**src/rtl/ultrasonic_scheduler_if.sv**
```systemverilog
// ultrasonic_scheduler_if
//   Bundles the control, sensor-pin and result signals of the ultrasonic
//   scheduler. The slave modport is the scheduler's view; the master modport
//   is the view of whatever drives it (controller logic or a testbench).
//   enable, stop, sensor_mask, echo        : into the scheduler
//   trigger, busy, cur_sensor              : sequencing status and sensor pins
//   dist_cm, dist_id, dist_valid,
//   timeout_flag                           : tagged measurement result
interface ultrasonic_scheduler_if #(
    parameter int N_SENSORS = 2
);
    logic                 enable;
    logic                 stop;
    logic [N_SENSORS-1:0] sensor_mask;
    logic [N_SENSORS-1:0] echo;
    logic [N_SENSORS-1:0] trigger;
    logic                 busy;
    logic [2:0]           cur_sensor;
    logic [15:0]          dist_cm;
    logic [2:0]           dist_id;
    logic                 dist_valid;
    logic                 timeout_flag;

    modport slave (
        input  enable, stop, sensor_mask, echo,
        output trigger, busy, cur_sensor, dist_cm, dist_id, dist_valid, timeout_flag
    );

    modport master (
        output enable, stop, sensor_mask, echo,
        input  trigger, busy, cur_sensor, dist_cm, dist_id, dist_valid, timeout_flag
    );
endinterface

```
**src/rtl/ultrasonic_scheduler.sv**
```systemverilog
// ultrasonic_scheduler
//   Shares one HC-SR04 style ranging sequence across N_SENSORS sensors.
//   Sensors are served round-robin over sensor_mask, one at a time:
//   trigger pulse, wait for echo rise, time the echo in cm, report, guard.
//   Ports:
//     clk   : system clock
//     reset : asynchronous active-high reset
//     bus   : ultrasonic_scheduler_if.slave (control in, echo in,
//             trigger out, status out, tagged distance result out)
module ultrasonic_scheduler #(
    parameter int N_SENSORS    = 2,
    parameter int TRIG_CYCLES  = 500,
    parameter int CYC_PER_CM   = 2900,
    parameter int MAX_CM       = 400,
    parameter int RISE_TIMEOUT = 1500000,
    parameter int GUARD_CYCLES = 500000
) (
    input logic                    clk,
    input logic                    reset,
    ultrasonic_scheduler_if.slave  bus
);

    // One shared cycle counter serves TRIG, WAIT_RISE, MEASURE and GUARD,
    // so it is sized for the largest of their limits.
    localparam int M1      = (TRIG_CYCLES  > CYC_PER_CM)   ? TRIG_CYCLES  : CYC_PER_CM;
    localparam int M2      = (RISE_TIMEOUT > GUARD_CYCLES) ? RISE_TIMEOUT : GUARD_CYCLES;
    localparam int CNT_MAX = (M1 > M2) ? M1 : M2;
    localparam int CW      = $clog2(CNT_MAX + 1);

    typedef enum logic [2:0] {
        IDLE, SELECT, TRIG, WAIT_RISE, MEASURE, REPORT, GUARD
    } state_t;

    state_t               r_state;
    logic [CW-1:0]        r_cnt;
    logic [15:0]          r_cm;
    logic [2:0]           r_cur;
    logic [2:0]           r_last;
    logic [N_SENSORS-1:0] r_trig;
    logic [15:0]          r_dist;
    logic [2:0]           r_dist_id;
    logic                 r_dv;
    logic                 r_tf;
    logic [N_SENSORS-1:0] r_echo_m;
    logic [N_SENSORS-1:0] r_echo_s;

    logic                 w_echo_cur;
    logic                 w_found;
    logic [2:0]           w_pick;
    int                   w_best;
    int                   w_off;
    logic [15:0]          w_cm_nxt;
    logic                 w_cyc_wrap;

    // Synchronized echo of the sensor currently being served.
    always_comb begin
        w_echo_cur = 1'b0;
        for (int i = 0; i < N_SENSORS; i++)
            if (r_cur == 3'(i)) w_echo_cur = r_echo_s[i];
    end

    // Round-robin pick: the enabled sensor with the smallest forward distance
    // from the last-served index (distance N means the same sensor again).
    always_comb begin
        w_found = |bus.sensor_mask;
        w_pick  = r_last;
        w_best  = N_SENSORS + 1;
        w_off   = 0;
        for (int i = 0; i < N_SENSORS; i++) begin
            if (bus.sensor_mask[i]) begin
                w_off = (i > int'(r_last)) ? (i - int'(r_last))
                                           : (i + N_SENSORS - int'(r_last));
                if (w_off < w_best) begin
                    w_best = w_off;
                    w_pick = 3'(i);
                end
            end
        end
    end

    // cm value including this cycle, so the echo-fall cycle is counted too
    // and the result is floor(echo_width / CYC_PER_CM).
    assign w_cyc_wrap = (r_cnt == CW'(CYC_PER_CM - 1));
    assign w_cm_nxt   = w_cyc_wrap ? r_cm + 16'd1 : r_cm;

    always_ff @(posedge clk or posedge reset) begin
        if (reset) begin
            r_state   <= IDLE;
            r_cnt     <= '0;
            r_cm      <= '0;
            r_cur     <= '0;
            r_last    <= 3'(N_SENSORS - 1);   // first search lands on sensor 0
            r_trig    <= '0;
            r_dist    <= '0;
            r_dist_id <= '0;
            r_dv      <= 1'b0;
            r_tf      <= 1'b0;
            r_echo_m  <= '0;
            r_echo_s  <= '0;
        end else begin
            r_echo_m <= bus.echo;
            r_echo_s <= r_echo_m;
            if (bus.stop) begin
                // Abort wins over everything; the round-robin pointer survives.
                r_state <= IDLE;
                r_trig  <= '0;
                r_cnt   <= '0;
                r_cm    <= '0;
                r_dist  <= '0;
                r_dv    <= 1'b0;
                r_tf    <= 1'b0;
            end else begin
                case (r_state)
                    IDLE: begin
                        if (bus.enable && w_found) r_state <= SELECT;
                    end
                    SELECT: begin
                        if (bus.enable && w_found) begin
                            r_cur   <= w_pick;
                            r_last  <= w_pick;
                            r_trig  <= N_SENSORS'(1) << w_pick;
                            r_cnt   <= '0;
                            r_state <= TRIG;
                        end else begin
                            r_state <= IDLE;
                        end
                    end
                    TRIG: begin
                        if (r_cnt == CW'(TRIG_CYCLES - 1)) begin
                            r_trig  <= '0;
                            r_cnt   <= '0;
                            r_state <= WAIT_RISE;
                        end else begin
                            r_cnt <= r_cnt + 1'b1;
                        end
                    end
                    WAIT_RISE: begin
                        if (w_echo_cur) begin
                            r_cnt   <= '0;
                            r_cm    <= '0;
                            r_state <= MEASURE;
                        end else if (r_cnt == CW'(RISE_TIMEOUT - 1)) begin
                            r_dist    <= 16'hFFFF;
                            r_dist_id <= r_cur;
                            r_dv      <= 1'b1;
                            r_tf      <= 1'b1;
                            r_state   <= REPORT;
                        end else begin
                            r_cnt <= r_cnt + 1'b1;
                        end
                    end
                    MEASURE: begin
                        if (!w_echo_cur) begin
                            r_dist    <= w_cm_nxt;
                            r_dist_id <= r_cur;
                            r_dv      <= 1'b1;
                            r_tf      <= 1'b0;
                            r_state   <= REPORT;
                        end else if (w_cm_nxt == 16'(MAX_CM)) begin
                            r_dist    <= 16'hFFFF;
                            r_dist_id <= r_cur;
                            r_dv      <= 1'b1;
                            r_tf      <= 1'b1;
                            r_state   <= REPORT;
                        end else begin
                            r_cnt <= w_cyc_wrap ? '0 : r_cnt + 1'b1;
                            r_cm  <= w_cm_nxt;
                        end
                    end
                    REPORT: begin
                        r_dv    <= 1'b0;
                        r_tf    <= 1'b0;
                        r_cnt   <= '0;
                        r_cm    <= '0;
                        r_state <= GUARD;
                    end
                    GUARD: begin
                        if (r_cnt == CW'(GUARD_CYCLES - 1)) begin
                            r_cnt   <= '0;
                            r_state <= SELECT;
                        end else begin
                            r_cnt <= r_cnt + 1'b1;
                        end
                    end
                    default: r_state <= IDLE;
                endcase
            end
        end
    end

    assign bus.trigger      = r_trig;
    assign bus.busy         = (r_state != IDLE);
    assign bus.cur_sensor   = r_cur;
    assign bus.dist_cm      = r_dist;
    assign bus.dist_id      = r_dist_id;
    assign bus.dist_valid   = r_dv;
    assign bus.timeout_flag = r_tf;

endmodule

```
**src/flat_wrapper.sv**
```systemverilog
// flat-port wrapper written by rule: the top's interface ports become plain ports
module ultrasonic_scheduler_flat 
#(
    parameter int N_SENSORS    = 2,
    parameter int TRIG_CYCLES  = 500,
    parameter int CYC_PER_CM   = 2900,
    parameter int MAX_CM       = 400,
    parameter int RISE_TIMEOUT = 1500000,
    parameter int GUARD_CYCLES = 500000
)
  (clk, reset, bus_enable, bus_stop, bus_sensor_mask, bus_echo, bus_trigger, bus_busy, bus_cur_sensor, bus_dist_cm, bus_dist_id, bus_dist_valid, bus_timeout_flag);
  ultrasonic_scheduler_if #(.N_SENSORS(N_SENSORS)) bus_i ();
  input logic clk;
  input logic reset;
  input wire logic [$bits(bus_i.enable)-1:0] bus_enable;
  input wire logic [$bits(bus_i.stop)-1:0] bus_stop;
  input wire logic [$bits(bus_i.sensor_mask)-1:0] bus_sensor_mask;
  input wire logic [$bits(bus_i.echo)-1:0] bus_echo;
  output wire logic [$bits(bus_i.trigger)-1:0] bus_trigger;
  output wire logic [$bits(bus_i.busy)-1:0] bus_busy;
  output wire logic [$bits(bus_i.cur_sensor)-1:0] bus_cur_sensor;
  output wire logic [$bits(bus_i.dist_cm)-1:0] bus_dist_cm;
  output wire logic [$bits(bus_i.dist_id)-1:0] bus_dist_id;
  output wire logic [$bits(bus_i.dist_valid)-1:0] bus_dist_valid;
  output wire logic [$bits(bus_i.timeout_flag)-1:0] bus_timeout_flag;
  assign bus_i.enable = bus_enable;
  assign bus_i.stop = bus_stop;
  assign bus_i.sensor_mask = bus_sensor_mask;
  assign bus_i.echo = bus_echo;
  assign bus_trigger = bus_i.trigger;
  assign bus_busy = bus_i.busy;
  assign bus_cur_sensor = bus_i.cur_sensor;
  assign bus_dist_cm = bus_i.dist_cm;
  assign bus_dist_id = bus_i.dist_id;
  assign bus_dist_valid = bus_i.dist_valid;
  assign bus_timeout_flag = bus_i.timeout_flag;
  ultrasonic_scheduler #(.N_SENSORS(N_SENSORS), .TRIG_CYCLES(TRIG_CYCLES), .CYC_PER_CM(CYC_PER_CM), .MAX_CM(MAX_CM), .RISE_TIMEOUT(RISE_TIMEOUT), .GUARD_CYCLES(GUARD_CYCLES)) u_core (.clk(clk), .reset(reset), .bus(bus_i));
endmodule
```
**config.mk**
```make
export PLATFORM = sky130hd
export DESIGN_NAME = ultrasonic_scheduler_flat
export DESIGN_NICKNAME = d
export VERILOG_FILES = /design/src/rtl/ultrasonic_scheduler_if.sv /design/src/rtl/ultrasonic_scheduler.sv /design/src/flat_wrapper.sv
export SDC_FILE = /design/constraint.sdc
export NUM_CORES = 1
export LEC_CHECK = 0
export ABC_AREA = 1
export BUFFER_PORTS_ARGS = -buffer_cell sky130_fd_sc_hd__buf_4
export CELL_PAD_IN_SITES_DETAIL_PLACEMENT = 0
export CELL_PAD_IN_SITES_GLOBAL_PLACEMENT = 1
export CORE_MARGIN = 2
export CORE_UTILIZATION = 46
export CTS_BUF_LIST = sky130_fd_sc_hd__clkbuf_8
export DETAILED_ROUTE_END_ITERATION = 7
export GPL_ROUTABILITY_DRIVEN = 0
export PLACE_DENSITY = 0.82
export SETUP_SLACK_MARGIN = 0.02
export SLEW_MARGIN = 20
export SYNTH_ARGS = -nofsm -noshare
export SYNTH_HDL_FRONTEND = slang
export SYNTH_SLANG_ARGS = --single-unit
export TNS_END_PERCENT = 50
```
**constraint.sdc**
```tcl
create_clock -name clk -period 3.5 [get_ports clk]
set_input_delay 0 -clock clk [delete_from_list [all_inputs] [get_ports clk]]
set_output_delay 0 -clock clk [all_outputs]
set_load 0.03 [all_outputs]
```
==> results_dict.tcl <==
set metrics [dict create \
    ys_ff_latch 71 \
    worstHoldPathType "primary input to register" \
    clockRootBuffer "clkbuf_8" \
    endpoint_kind "register" \
    detail-route-antenna-nets 0 \
    clk-insertion-delay-late_ps 370 \
    dr.pass1.iters 6 \
    grt_pass1_wl_mm 26.1 \
    grt_usage_pct 25.6 \
    nets 868 \
    io_buffers 34 \
    slew-limit-headroom_pct 42.4 \
    worstPathMaxFanout 8 \
    utilization_pct 52.4 \
    grt_max_degree 50 \
    ys_warn_count 0 \
    cp_slowest_cell "dfrtp_1" \
    arrival_ps 3210 \
    path_cells "ha_1 -> xor2_1 -> or3b_2 -> nand2_1 -> inv_1 -> nor2_1 -> ha_1 -> a21oi_1 -> nor2_1 -> o31ai_1 -> o211ai_1 -> o21ai_0 -> nand3_1 -> o21ai_0" \
    seqPwrFrac_pct 40.4 \
    setup-tns-final_ps 0 \
    routedWlPerCell_um 15.7 \
    vias 5593 \
    tightest_slew_ps 864 \
    drive_above_1_share_pct 12.9 \
    grt_pass1_vias 5098 \
    netlist_instances 824 \
    syn_nets 841 \
    status "complete, no violations" \
    fin_area_um2 6060 \
    die_area_um2 12900 \
    synth_area_um2 5510 \
    core_um2 11600 \
    rsz0062_at_grt "no" \
    die_w_um 113 \
    p_clk_share_pct 27.8 \
    drv_cap 0 \
    fin_crit_ps 2930 \
    place_hpwl_mm 12.0 \
    placed_area_um2 5830 \
    num_rows 39 \
    clock_path_buffers 2 \
    yosysSeqAreaShare_pct 32.3 \
    path_class "register to register" \
    swShare_pct 38.3 \
    die_h_um 113 \
    cts_made_buffers 9 \
    gr-total-overflow 0 \
    irDropWorstVdd_mv 0.343 \
    fin_skew_ps 12.8 \
    antenna_cells 0 \
    ys_types 41 \
    max_stage_delay_ps 480 \
    crit_required_ps 3780 \
    p_switching_uw 930 \
    area_growth_pct 10.0 \
    cts.clk_slew.worst_paths_ps 70 \
    detail_route.vias_per_cell 5.60 \
    syn_avg_cell_area_um2 6.68 \
    finalPower_uw 2430 \
    power.share.combinational_pct 31.8 \
    slew_violations 0 \
    numClockSinks 71 \
    setup_viol 0 \
    cts_tree "yes" \
    power.internal_uw 1500 \
    drt_first_iter_violations 425 \
    wirelength_mm 15.7 \
    fin_crit_sh_pct 83.8 \
    max_freq_mhz 341 \
    antenna_found_initial 0 \
    ios 35 \
    htree_levels 3 \
    power_density_nw_per_um2 401 \
    hold_viol 0 \
    drc 0 \
    start_kind "register" \
    p_leak_uw 0.00268 \
    initial_core_util_pct 47.6 \
]
## layout by cell type (no fill, tap or decap), types with 8 or more instances in the layout
cell / synthesis / final
buf_4: 6 / 44
dfrtp_1: 70 / 70
nor2_2: 13 / 13
a211oi_1: 13 / 13
nor3_1: 11 / 11
nand4_1: 41 / 41
nand2_2: 12 / 12
nor2_1: 74 / 74
nand2_1: 245 / 245
o21ai_1: 8 / 8
o21ai_0: 67 / 67
a21oi_1: 20 / 20
clkbuf_8: 0 / 10
inv_1: 76 / 77
ha_1: 9 / 9
nand3_1: 66 / 66
inv_2: 8 / 8
xor2_1: 21 / 21
## worst max-delay path, delay by kind of cell, from the launching register on
kind | cells | cell delay, ps
fa+ha+maj | 2 | 480
simple gates | 5 | 780
buf+inv | 1 | 60
flops | 1 | 480
compound gates | 5 | 870
xor+xnor | 1 | 160
## power groups by stage
stage	Clock (uW)	Combinational (uW)	Sequential, uW
after global placement	0	756	995
after floorplan	0	436	1090
after CTS	701	771	981
after detailed placement	0	766	995
after global routing	729	859	994
final	675	772	982
## metal layers
layer / global-route usage (%) / vias to the layer above / part of all wire (%)
li1: - / 2771 / -
met1: 38.5 / 2603 / 51
met2: 37.2 / 192 / 41
met3: 3.93 / 27 / 6.1
met4: 9.51 / 0 / 2.0
met5: 0 / - / 0
## timing repair
| action | 4_1_cts | 5_1_grt |
|---|---|---|
| gates resized for setup | 0 | 0 |
| hold buffers | 3 | 0 |
| endpoints found under the hold margin | 49 | 0 |
| setup buffers | 0 | 0 |
## sequential cells by signal, indices dropped and copies added (netlist names)
register / cells
u_core.bus.cur_sensor: 1
u_core.bus.timeout_flag: 1
u_core.bus.trigger: 2
u_core.r_echo_s: 2
u_core.r_state: 3
u_core.r_echo_m: 2
u_core.bus.dist_cm: 16
u_core.bus.dist_valid: 1
u_core.r_cm: 16
u_core.r_last: 3
u_core.bus.dist_id: 3
u_core.r_cnt: 21
## synth_stat cells
cell type	number	share of area (%)
nand2_1	245	17
inv_1	76	5.2
nor2_1	74	5.0
dfrtp_1	70	32
o21ai_0	67	6.1
nand3_1	66	6.0
nand4_1	41	4.7
xor2_1	21	3.3
a21oi_1	20	1.8
a211oi_1	13	1.8
nor2_2	13	1.5
nand2_2	12	1.4
clkbuf_1	11	0.75
nor3_1	11	1.0
ha_1	9	2.0
buf_2	8	0.73
inv_2	8	0.55
o21ai_1	8	0.73
nor2_4	7	1.4
o211ai_1	7	0.95
buf_4	6	0.82
buf_6	5	1.0
o31ai_1	4	0.55
nand3_4	3	0.95
nand3b_1	2	0.27
o2111ai_1	2	0.32
a31oi_1	1	0.11
a31oi_2	1	0.23
and2_1	1	0.11
clkbuf_2	1	0.091
clkinv_1	1	0.068
dfstp_2	1	0.48
inv_4	1	0.11
nand3_2	1	0.18
nand3b_2	1	0.20
nor2_8	1	0.36
nor4_1	1	0.11
o311ai_0	1	0.16
or2_2	1	0.11
or3b_2	1	0.16
xnor2_1	1	0.16
## path summary, 6_finish.rpt
kind                                              start                           endpoint  slack [ps]  depth (start not counted)
max                        u_core.r_last[1]$_DFFE_PP0P_  u_core.bus.trigger[1]$_DFFE_PP0P_         570                         14
min                                  bus_sensor_mask[1]       u_core.r_last[2]$_DFFE_PP0P_         100                          4
max reg2reg                u_core.r_last[1]$_DFFE_PP0P_  u_core.bus.trigger[1]$_DFFE_PP0P_         570                         14
min reg2reg                u_core.r_echo_m[1]$_DFF_PP0_       u_core.r_echo_s[1]$_DFF_PP0_         360                          0
max in group asynchronous                         reset        u_core.r_cnt[1]$_DFFE_PP0P_        2320                          4
min in group asynchronous                         reset         u_core.r_cm[9]$_DFFE_PP0P_         340                          3
## logic make-up (layout without fill, tap and decap cells)
family	after synthesis	count (layout)	share of synthesized area [%]
AND/OR/NAND/NOR	481	481	40.1
AO/OA/AOI/OAI	124	124	12.7
buffers and inverters	117	149	9.31
flip-flops	71	71	32.3
XOR/XNOR	22	22	3.50
adder cells (fa/ha/maj)	9	9	2.04
## stage by stage
step / hold WS (ps) / instances / worst slack, ps
6_report: 97.2 / 999 / 568
5_1_grt: 144 / 999 / 266
4_1_cts: 76.5 / 999 / 594
3_5_place_dp: 111 / 980 / 579
3_3_place_gp: 111 / 980 / 745
2_1_floorplan: 31.4 / 824 / 897
## cell type report
class / count / area [um^2]
Fill cell: 1169 / 5510
Multi-Input combinational cell: 636 / 3220
Sequential cell: 71 / 1780
Timing Repair Buffer: 47 / 360
Inverter: 86 / 327
Tap cell: 143 / 179
Clock buffer: 10 / 138
Clock inverter: 6 / 61.3
Power figures use the tool's default switching activity.
